## config.mk

```make
export PLATFORM = sky130hd
export DESIGN_NAME = fft_uart_frame_sender_flat
export DESIGN_NICKNAME = d
export VERILOG_FILES = /design/src/rtl/fft_uart_frame_sender_if.sv /design/src/rtl/fft_uart_frame_sender.sv /design/src/flat_wrapper.sv
export SDC_FILE = /design/constraint.sdc
export NUM_CORES = 1
export LEC_CHECK = 0
export CORE_MARGIN = 2
export CORE_UTILIZATION = 52
export CTS_CLUSTER_DIAMETER = 200
export CTS_CLUSTER_SIZE = 8
export DETAILED_ROUTE_END_ITERATION = 8
export GPL_TIMING_DRIVEN = 0
export PLACE_DENSITY = 0.81
export SLEW_MARGIN = 30
export SYNTH_ARGS = -nofsm -noshare
export SYNTH_HDL_FRONTEND = slang
export SYNTH_SLANG_ARGS = --single-unit
```

## constraint.sdc

```tcl
create_clock -name clk -period 2.9 [get_ports clk]
set_input_delay 0.29 -clock clk [delete_from_list [all_inputs] [get_ports clk]]
set_output_delay 0.29 -clock clk [all_outputs]
set_load 0.01 [all_outputs]
```

## src/rtl/fft_uart_frame_sender_if.sv

```systemverilog
// Bundle between the frame sender, the FFT result RAM and the single uart_tx instance.
// master = frame sender side, slave = RAM/UART/control side.
interface fft_uart_frame_sender_if #(
  parameter int ADDR_W = 8,
  parameter int DATA_W = 16
);
  logic              start_i;
  logic              abort_i;
  logic              rd_en_o;
  logic [ADDR_W-1:0] rd_addr_o;
  logic [DATA_W-1:0] rd_re_i;
  logic [DATA_W-1:0] rd_im_i;
  logic              tx_en_o;
  logic [7:0]        tx_data_o;
  logic              tx_done_i;
  logic              busy_o;
  logic              frame_done_o;

  modport master (
    input  start_i, abort_i, rd_re_i, rd_im_i, tx_done_i,
    output rd_en_o, rd_addr_o, tx_en_o, tx_data_o, busy_o, frame_done_o
  );

  modport slave (
    output start_i, abort_i, rd_re_i, rd_im_i, tx_done_i,
    input  rd_en_o, rd_addr_o, tx_en_o, tx_data_o, busy_o, frame_done_o
  );
endinterface

```

## src/rtl/fft_uart_frame_sender.sv

```systemverilog
// Streams one FFT frame (sync byte + 4 bytes per bin, MSB first) through uart_tx.
// <=3 clk from tx_done_i to next tx_en_o; one byte outstanding, stalls indefinitely on tx_done_i.
module fft_uart_frame_sender #(
  parameter int          N_POINTS  = 256,
  parameter int          ADDR_W    = 8,
  parameter int          DATA_W    = 16,
  parameter logic [7:0]  SYNC_BYTE = 8'hA5
) (
  input  logic                    clk,
  input  logic                    rst_n,
  fft_uart_frame_sender_if.master bus
);

  typedef enum logic [2:0] {IDLE, SYNC, RD, LAT, LOAD, WAITB, FIN} state_t;

  localparam logic [ADDR_W-1:0] LAST_BIN = ADDR_W'(N_POINTS - 1);

  state_t              state_q, state_d;
  logic [ADDR_W-1:0]   bin_q, bin_d;
  logic [1:0]          byte_q, byte_d;
  logic [2*DATA_W-1:0] shift_q, shift_d;
  logic                sync_q, sync_d;

  always_ff @(posedge clk or negedge rst_n) begin
    if (!rst_n) begin
      state_q <= IDLE;
      bin_q   <= '0;
      byte_q  <= '0;
      shift_q <= '0;
      sync_q  <= 1'b0;
    end else begin
      state_q <= state_d;
      bin_q   <= bin_d;
      byte_q  <= byte_d;
      shift_q <= shift_d;
      sync_q  <= sync_d;
    end
  end

  always_comb begin
    state_d = state_q;
    bin_d   = bin_q;
    byte_d  = byte_q;
    shift_d = shift_q;
    sync_d  = sync_q;
    case (state_q)
      IDLE: begin
        if (bus.start_i) begin
          state_d = SYNC;
          bin_d   = '0;
          byte_d  = '0;
          sync_d  = 1'b1;
        end
      end
      SYNC: state_d = WAITB;
      RD:   state_d = LAT;
      LAT: begin
        shift_d = {bus.rd_re_i, bus.rd_im_i};
        byte_d  = '0;
        state_d = LOAD;
      end
      LOAD: state_d = WAITB;
      WAITB: begin
        // abort only takes effect once the in-flight byte has fully left uart_tx
        if (bus.tx_done_i) begin
          if (bus.abort_i) begin
            state_d = IDLE;
            sync_d  = 1'b0;
          end else if (sync_q) begin
            sync_d  = 1'b0;
            state_d = RD;
          end else if (byte_q != 2'd3) begin
            shift_d = {shift_q[2*DATA_W-9:0], 8'h00};
            byte_d  = byte_q + 2'd1;
            state_d = LOAD;
          end else if (bin_q == LAST_BIN) begin
            state_d = FIN;
          end else begin
            bin_d   = bin_q + ADDR_W'(1);
            state_d = RD;
          end
        end
      end
      FIN:     state_d = IDLE;
      default: state_d = IDLE;
    endcase
  end

  always_comb begin
    bus.rd_en_o      = (state_q == RD);
    bus.rd_addr_o    = (state_q == RD) ? bin_q : '0;
    bus.tx_en_o      = (state_q == SYNC) || (state_q == LOAD);
    bus.tx_data_o    = sync_q ? SYNC_BYTE : shift_q[2*DATA_W-1 -: 8];
    bus.busy_o       = (state_q != IDLE);
    bus.frame_done_o = (state_q == FIN);
  end

endmodule

```

## src/flat_wrapper.sv

```systemverilog
// flat-port wrapper written by rule: the top's interface ports become plain ports
module fft_uart_frame_sender_flat 
#(
  parameter int          N_POINTS  = 256,
  parameter int          ADDR_W    = 8,
  parameter int          DATA_W    = 16,
  parameter logic [7:0]  SYNC_BYTE = 8'hA5
)
  (clk, rst_n, bus_start_i, bus_abort_i, bus_rd_re_i, bus_rd_im_i, bus_tx_done_i, bus_rd_en_o, bus_rd_addr_o, bus_tx_en_o, bus_tx_data_o, bus_busy_o, bus_frame_done_o);
  fft_uart_frame_sender_if #(.ADDR_W(ADDR_W), .DATA_W(DATA_W)) bus_i ();
  input  logic clk;
  input  logic rst_n;
  input wire logic [$bits(bus_i.start_i)-1:0] bus_start_i;
  input wire logic [$bits(bus_i.abort_i)-1:0] bus_abort_i;
  input wire logic [$bits(bus_i.rd_re_i)-1:0] bus_rd_re_i;
  input wire logic [$bits(bus_i.rd_im_i)-1:0] bus_rd_im_i;
  input wire logic [$bits(bus_i.tx_done_i)-1:0] bus_tx_done_i;
  output wire logic [$bits(bus_i.rd_en_o)-1:0] bus_rd_en_o;
  output wire logic [$bits(bus_i.rd_addr_o)-1:0] bus_rd_addr_o;
  output wire logic [$bits(bus_i.tx_en_o)-1:0] bus_tx_en_o;
  output wire logic [$bits(bus_i.tx_data_o)-1:0] bus_tx_data_o;
  output wire logic [$bits(bus_i.busy_o)-1:0] bus_busy_o;
  output wire logic [$bits(bus_i.frame_done_o)-1:0] bus_frame_done_o;
  assign bus_i.start_i = bus_start_i;
  assign bus_i.abort_i = bus_abort_i;
  assign bus_i.rd_re_i = bus_rd_re_i;
  assign bus_i.rd_im_i = bus_rd_im_i;
  assign bus_i.tx_done_i = bus_tx_done_i;
  assign bus_rd_en_o = bus_i.rd_en_o;
  assign bus_rd_addr_o = bus_i.rd_addr_o;
  assign bus_tx_en_o = bus_i.tx_en_o;
  assign bus_tx_data_o = bus_i.tx_data_o;
  assign bus_busy_o = bus_i.busy_o;
  assign bus_frame_done_o = bus_i.frame_done_o;
  fft_uart_frame_sender #(.N_POINTS(N_POINTS), .ADDR_W(ADDR_W), .DATA_W(DATA_W), .SYNC_BYTE(SYNC_BYTE)) u_core (.clk(clk), .rst_n(rst_n), .bus(bus_i));
endmodule
```

==> results_dict.tcl <==
set metrics [dict create \
    finalHoldViolCount 0 \
    p_per_area_nw_per_um2 898 \
    synth_seq_cells 46 \
    syn-num-nets 277 \
    die_w_um 75.5 \
    grt_pass1_vias 1910 \
    fin_worst_skew_ns 0.00966 \
    fin_cells 373 \
    min_period_ns 2.59 \
    antenna_cells 0 \
    clockBufferDepth 2 \
    firstDrtPassIters 5 \
    num-fill-cells 384 \
    slew_violations 0 \
    crit_buf_inv 3 \
    slew_headroom_pct 62.0 \
    grt_pass1_wl_um 8890 \
    outcome "completed" \
    critPathArrivalTime_ns 2.30 \
    netlist_instances 238 \
    crit_slowest_cell "clkdlybuf4s50_1" \
    antenna_found_initial 0 \
    rsz0062_at_grt "false" \
    yosysTopAreaCell "dfrtp_1" \
    drive_above_1_share_pct 23.8 \
    crit_family "buffers and inverters" \
    whs_ns 0.510 \
    die_y_um 75.5 \
    cts_resized 0 \
    grt.total_usage_pct 20.7 \
    required_ns 2.61 \
    overflow 0 \
    clk_latency_ns 0.31 \
    critPathMaxStageDelay_ns 0.53 \
    worst_slew_pin_slew_ns 0.570 \
    drt-wirelength-per-cell_um 14.7 \
    netlist_area_um2 2660 \
    drt_iter0_drc 103 \
    cts_tree "done" \
    crit_path_max_fanout 10 \
    area_growth_pct 28.3 \
    postSynth.asyncResetShare_pct 100 \
    grt_max_degree 47 \
    fin_tns_setup_ns 0 \
    avgViaCountPerCell 5.22 \
    ys_types 43 \
    drtAntennaViolNets 0 \
    clock-sinks 46 \
    max-cap-violations 0 \
    ys_warn_count 0 \
    rrSetupSlack_ns 0.82 \
    final-setup-viol-count 0 \
    path_cells "buf_2 > buf_1 > nor3b_2 > and2_1 > clkdlybuf4s50_1" \
    avgSynthCellArea_um2 11.2 \
    power_leakage_nw 1.58 \
    dp_hpwl_um 4020 \
    synth_most_common_cell "dfrtp_1" \
    route.detailed.drc 0 \
    io_buffers 56 \
    grt-busiest-layer "met2" \
    ios 57 \
    vias 1946 \
    post_cts_buffers 0 \
    startpoint_type "flip-flop" \
    gp_congestion 0.843 \
    h-tree-depth 2 \
    clock-root-buffer "clkbuf_8" \
    ir_drop_v 0.000335 \
    synth_top_area_share_pct 43.3 \
    critical_path_class "flip-flop to output port" \
    hold_path.class "flip-flop to flip-flop" \
    synth.area.top_cells "dfrtp_1, mux2_4, mux2_2" \
    grt_use_met3_pct 4.23 \
    dieArea_um2 5700 \
    cts.clk_slew.worst_paths_ns 0.09 \
    met2_usage_pct 34.3 \
    use_met1_pct 27.8 \
    nets 341 \
    fin_crit_sh_pct 89.2 \
    synth_flop_cell "dfrtp_1" \
    core_area_um2 5010 \
    fmax_mhz 387 \
    dp_cells 364 \
    start_util_pct 53.0 \
    synth_seq_area_share_pct 43.3 \
    ys_top_cells_by_count "dfrtp_1, nand2_1, mux2_4" \
    cts-buffers-inserted 5 \
    synth_edf_count 0 \
    worstSetupEndpointType "output port" \
    num_rows 26 \
    wl_um 5490 \
    cts_hold_repair.buffers 1 \
]
==> cell usage in the layout, fill, tap and decap left out, types with 2 or more instances in the layout <==
| master | n |
|---|---|
| and2_1 | 9 |
| nand3b_1 | 2 |
| nor3b_2 | 2 |
| inv_1 | 11 |
| buf_2 | 3 |
| nor2_1 | 7 |
| clkbuf_1 | 3 |
| buf_4 | 2 |
| mux2i_1 | 10 |
| buf_6 | 3 |
| and3_1 | 2 |
| o21ai_0 | 15 |
| nor2b_1 | 8 |
| ha_1 | 2 |
| dfrtp_1 | 46 |
| or3_1 | 3 |
| buf_1 | 3 |
| a31oi_1 | 3 |
| nor4b_4 | 2 |
| mux2_2 | 21 |
| clkdlybuf4s50_1 | 55 |
| clkbuf_8 | 6 |
| or2_2 | 4 |
| mux2_4 | 22 |
| a21oi_1 | 7 |
| nand2_1 | 23 |
| a21o_1 | 2 |
| nand4_1 | 2 |
| nand3_1 | 6 |
==> through the flow <==
step           worst slack, ns  instance area (um^2)  util [%]  power (mW)
2_1_floorplan             1.11                  2660         -        2.18
3_3_place_gp             0.329                  3300      66.0        2.58
3_5_place_dp             0.575                  3300      65.9        2.65
4_1_cts                  0.292                  3410      68.0        3.08
5_1_grt                  0.128                  3410      68.0        3.28
6_report                 0.315                  3410      68.0        3.06
==> sequential cells by signal, indices dropped and copies added, names as in the netlist <==
register and cells:
u_core.bin_q 8, u_core.byte_q 2, u_core.shift_q 32, u_core.state_q 3, u_core.sync_q 1
==> layout make-up <==
type | count | area [um^2] | area share [%]
buffer | 13 | 78.8 | 2.31
multi-input combinational | 168 | 1390 | 40.7
tap | 70 | 87.6 | 2.57
clock inverter | 2 | 12.5 | 0.367
clock buffer | 6 | 82.6 | 2.42
timing repair buffer | 57 | 568 | 16.7
inverter | 11 | 41.3 | 1.21
sequential | 46 | 1150 | 33.8
==> routing by layer <==
metal	part of all wire, %	vias up
met2	49	38
met5	0	-
li1	-	961
met4	1.0	0
met3	4.1	4
met1	46	943
==> final timing paths <==
path,from,cells past startpoint,endpoint
max,u_core.state_q[0]$_DFFE_PN0P_,5,bus_rd_addr_o[1]
min,u_core.shift_q[28]$_DFFE_PN0P_,1,u_core.shift_q[28]$_DFFE_PN0P_
max reg2reg,u_core.state_q[1]$_DFFE_PN0P_,5,u_core.bin_q[0]$_DFFE_PN0P_
min reg2reg,u_core.shift_q[28]$_DFFE_PN0P_,1,u_core.shift_q[28]$_DFFE_PN0P_
max in group asynchronous,rst_n,2,u_core.bin_q[1]$_DFFE_PN0P_
min in group asynchronous,rst_n,2,u_core.state_q[2]$_DFFE_PN0P_
==> power by group <==
group          internal, mW  switching [mW]  total [mW]
Sequential            0.905           0.164        1.07
Clock                 0.192           0.222       0.414
Combinational         0.896           0.679        1.58
Total                  1.99            1.07        3.06
==> worst reg2reg max path: cells and delay by family (launching register included) <==
family	cells	cell delay (ns)
multiplexers	1	0.37
AO/OA/AOI/OAI	2	0.44
flip-flops	1	0.44
buffers and inverters	1	0.22
AND/OR/NAND/NOR	1	0.50
==> cell families (layout without fill, tap and decap cells) <==
logic type      after synthesis  after routing  share of synthesized area (%)
fa+ha+maj                     2              2                          0.942
buf+inv                      24             89                           4.52
simple gates                 76             76                           17.2
mux                          53             53                           25.1
xor+xnor                      1              1                          0.330
compound gates               36             36                           8.53
flops                        46             46                           43.3
Power figures use the tool's default switching activity.
==> RTL change 1: new RTL, same flow settings <==
Re-encode `state_t` (7 states) as Gray code, 3 bits wide.
--- a/src/rtl/fft_uart_frame_sender.sv
+++ b/src/rtl/fft_uart_frame_sender.sv
@@ -12,5 +12,5 @@
 );
 
-  typedef enum logic [2:0] {IDLE, SYNC, RD, LAT, LOAD, WAITB, FIN} state_t;
+  typedef enum logic [2:0] {IDLE = 3'b000, SYNC = 3'b001, RD = 3'b011, LAT = 3'b010, LOAD = 3'b110, WAITB = 3'b111, FIN = 3'b101} state_t;
 
   localparam logic [ADDR_W-1:0] LAST_BIN = ADDR_W'(N_POINTS - 1);
Behaviour: no difference found for any inputs over 10 cycles, from zero or initial values and one cycle with rst_n low; not proved beyond that.
==> RTL change 1 against the original RTL <==
Synthesized area fell by 9.2%. Combinational power shrank 17%. Utilization is 3.5 points higher. Die area shrank 8.7%. Sequential cell count stayed put. Routed wire length is 0.15% lower. Setup slack gained 0.067 ns. Count of clock-buffer cells in the layout stayed put. Total power fell by 7.2%. Final area shrank 7.4%. Non-clock buffer count up 4. Critical endpoint is now bus_rd_addr_o[0]. Largest cell class unchanged. Highest routed layer unchanged.
==> RTL change 1: results (changes against the original RTL) <==
Finish
  – Clk tree area frac: 3.49% (+0.70 points)
  – # fillers: 354 (-7.8%)
  – Multi-input combinational area share: 36.8% (-3.9 points)
  – Non-Filler Instances: 371 (-0.54%)
  – Nets: 357 (+4.7%)
  – Signal buffers: 74 (+5.7%)
  – Inverter count: 4 (-7)
  – Seq/total area: 36.5% (+2.7 points)
  – Share of layout cells above drive strength 1: 6.27% (-17 points)

STA
  – Worst clock skew: 0.00687 ns (-0.00278 ns)
  – Worst Hold Slack: 0.477 ns (-0.0327 ns)
  – Period Utilization, post-route: 86.8% (-2.3 points)
  – Worst slew margin: 52.1% (-9.9 points)

Outcome
  – Outcome: finished clean

Global routing
  – Vias in the first global route: 1,983 (+3.8%)
  – GRT Resource Usage Total: 22.9% (+2.3 points)
  – First-pass GRT wire length: 9330 µm (+5.0%)

Setup path
  – R2R Path Start: u_core.bin_q[0]$_DFFE_PN0P_
  – Crit path DAT: 2.23 ns (-0.07 ns)
  – Reg2reg end: u_core.state_q[2]$_DFFE_PN0P_
  – Crit path launch: u_core.state_q[1]$_DFFE_PN0P_
  – Worst R2R Path Depth: 6 (+1)
  – Setup crit end: bus_rd_addr_o[0]
  – Reg2Reg Setup Slack: 0.74 ns (-0.08 ns)

Placed design
  – Placer Congestion: 0.866 (+2.7%)
  – Post-DP HPWL: 3820 µm (-4.9%)

Synth
  – Post-Synth Adder-Cell Area: 1.04% (+0.095 points)
  – Mux share of post-synthesis cell area: 9.96% (-15 points)
  – Complex-gate fraction of the synthesized area: 16.4% (+7.9 points)
  – Net Count, Synth: 293 (+5.8%)
  – Synth Area in XOR/XNOR: 0% (-0.33 points)
  – Most common library cells after synthesis: dfrtp_1 (46), nand2_1 (46), o21ai_0 (39)
  – Synth area leaders: dfrtp_1 (48%), mux2i_1 (10%), o21ai_0 (8.1%)
  – Register area share after synthesis: 47.7% (+4.4 points)
  – Number of library cell types mapped by synthesis: 37 (-14%)
  – Cells after synthesis: 254 (+6.7%)

Power and ir drop
  – Static Leak: 0.00134 µW (-16%)
  – Pwr dens: 900 nW/µm² (+0.20%)
  – Part of the power in the clock network: 16.8% (+3.3 points)
  – VDD IR max: 522 µV (+56%)
  – Int Pwr: 1740 µW (-13%)

Clock network
  – Clk buf depth: 2 (unchanged)

Drt
  – Initial DRC count: 105 (+1.9%)
  – DRT Pass-1 Iters: 4 (-1)
  – Post-Route WL: 5480 µm (-0.15%)
RTL change 1: cell count changes in the layout (fill, tap and decap cells not counted), moves of 6 or more:
cell | unedited run | this run
clkbuf_1 | 3 | 12
mux2_2 | 21 | 0
inv_1 | 11 | 4
nand2_1 | 23 | 46
mux2_4 | 22 | 0
o21ai_0 | 15 | 39
o31ai_1 | 0 | 6
mux2i_1 | 10 | 24
RTL change 1: per-layer routing:
metal	wire (µm)	up-vias	track usage, %
met1	2520	987	30.5
met3	255	8	5.00
li1	-	1033	-
met4	82	0	6.50
met5	0	-	0
met2	2630	66	37.9
RTL change 1: through the flow:
step / util, % / instance area, µm²
detailed placement: 68.8 / 3040
global placement: 68.8 / 3040
global route: 71.5 / 3160
floorplan: - / 2410
finish: 71.5 / 3160
CTS: 71.5 / 3160
RTL change 1: critical path: stages (launching register included):
cell             delay [ns]
dfrtp_1                0.42
clkbuf_1               0.32
and3_1                 0.21
clkbuf_1               0.26
and2_1                 0.19
clkdlybuf4s50_1        0.53
==> RTL change 2: new RTL, same settings <==
Without the edit above. `ADDR_W` is set to 8 in 3 places; all go to 9.
--- a/src/rtl/fft_uart_frame_sender_if.sv
+++ b/src/rtl/fft_uart_frame_sender_if.sv
@@ -2,5 +2,5 @@
 // master = frame sender side, slave = RAM/UART/control side.
 interface fft_uart_frame_sender_if #(
-  parameter int ADDR_W = 8,
+  parameter int ADDR_W = 9,
   parameter int DATA_W = 16
 );
--- a/src/rtl/fft_uart_frame_sender.sv
+++ b/src/rtl/fft_uart_frame_sender.sv
@@ -3,5 +3,5 @@
 module fft_uart_frame_sender #(
   parameter int          N_POINTS  = 256,
-  parameter int          ADDR_W    = 8,
+  parameter int          ADDR_W    = 9,
   parameter int          DATA_W    = 16,
   parameter logic [7:0]  SYNC_BYTE = 8'hA5
--- a/src/flat_wrapper.sv
+++ b/src/flat_wrapper.sv
@@ -3,5 +3,5 @@
 #(
   parameter int          N_POINTS  = 256,
-  parameter int          ADDR_W    = 8,
+  parameter int          ADDR_W    = 9,
   parameter int          DATA_W    = 16,
   parameter logic [7:0]  SYNC_BYTE = 8'hA5
Ports: changed (resized bus_rd_addr_o); port bits go from 57 to 58. The function was not compared with the original's and may differ.
==> RTL change 2 against the original RTL <==
The run now ends with hold timing left. Synthesized cell count increased by 15%. Setup slack worse by 0.012 ns. Sequential cell count rose by 1. Final area fell by 8.2%. Register-to-register slack got worse by 0.52 ns. Sequential share of layout area up 3.8 points. Routed wire length grew 4.4%. Total power decreased by 6.0%. Synthesized area is 10% lower. Critical path depth grew 5.
==> RTL change 2: results (changes against the original RTL) <==
Synth
  – Mean Syn Cell Area: 8.72 µm² (-22%)
  – Number of library cell types mapped by synthesis: 35 (-19%)
  – Post-Synth Adder-Cell Area: 1.57% (+0.63 points)
  – Net Count, Synth: 314 (+13%)
  – Mux share of post-synthesis cell area: 0% (-25 points)
  – Register area share after synthesis: 49.2% (+5.9 points)
  – Most common library cells after synthesis: nand2_1 (54), dfrtp_1 (47), nor2_1 (32)

Power and ir drop
  – Comb pwr: 1300 µW (-18%)
  – Static Leak: 0.00137 µW (-14%)
  – Seq pwr share: 38.5% (+3.5 points)
  – VDD IR max: 378 µV (+13%)

Finish
  – FFs & Latches: 47 (+2.2%)
  – Biggest regs: u_core.shift_q: 32 flops, u_core.bin_q: 9 flops, u_core.state_q: 3 flops
  – Multi-input combinational area share: 35.7% (-5.0 points)
  – NonClk Buf Share: 20.7% (+1.7 points)
  – Inverter count: 5 (-6)
  – Number of multi-input logic gates: 203 (+21%)
  – Non-Filler Instances: 390 (+4.6%)
  – # fillers: 335 (-13%)

STA
  – Worst clock skew: 0.00698 ns (-0.00268 ns)
  – Final-report hold violation count: 33 (+33)
  – Worst Hold Slack: -0.0207 ns (-0.531 ns)
  – Worst-Margin Slew: 0.836 ns (+0.265 ns)

Placed design
  – Pre-CTS setup slack: 0.370 ns (-0.205 ns)
  – Placed instance area: 3020 µm² (-8.5%)

Worst hold path
  – Min-delay worst type: input pin to async pin

Drt
  – Vias: 2,215 (+14%)
  – Met2 wire length: 2690 µm (-0.37%)
  – DRT Pass-1 Iters: 4 (-1)
  – Post-Route WL: 5730 µm (+4.4%)

Outcome
  – Failing checks: hold timing
  – Outcome: finished, violations left

Setup path
  – CP top delay family: simple AND/OR/NAND/NOR gates
  – Largest stage delay on the critical path: 0.42 ns (-0.11 ns)
  – R2R Path Start: u_core.bin_q[0]$_DFFE_PN0P_
  – Setup CP Type: flop to flop
  – Max FO, Critical Path: 7 (-3)

Global routing
  – Met2 Resource Use GR: 37.3% (+3.0 points)
  – First-pass GRT wire length: 9420 µm (+6.0%)
  – GRT Resource Usage Total: 23.3% (+2.6 points)
  – Met3 usage: 4.22% (-0.013 points)
  – Met1 Use GR: 31.7% (+4.0 points)
-- RTL change 2: changes by cell type in the layout (fill, tap and decap cells not counted), sizes merged, moves of 4 or more --
cell | before | now
mux2 | 43 | 0
and3 | 2 | 12
mux2i | 10 | 0
and2 | 10 | 1
nand2b | 0 | 4
inv | 11 | 5
clkbuf | 9 | 17
a22o | 1 | 8
a31oi | 3 | 27
nor2 | 7 | 32
o21ai | 16 | 10
nand2 | 23 | 54
-- RTL change 2: final timing paths --
| check | slack, ns | endpoint | cells after the start |
|---|---|---|---|
| max | 0.30 | u_core.bin_q[7]$_DFFE_PN0P_ | 10 |
| min | -0.02 | u_core.bin_q[0]$_DFFE_PN0P_ | 1 |
| max reg2reg | 0.30 | u_core.bin_q[7]$_DFFE_PN0P_ | 10 |
| min reg2reg | 0.51 | u_core.shift_q[5]$_DFFE_PN0P_ | 1 |
| max in group asynchronous | 2.51 | u_core.shift_q[14]$_DFFE_PN0P_ | 1 |
| min in group clk | 0.51 | u_core.shift_q[5]$_DFFE_PN0P_ | 1 |
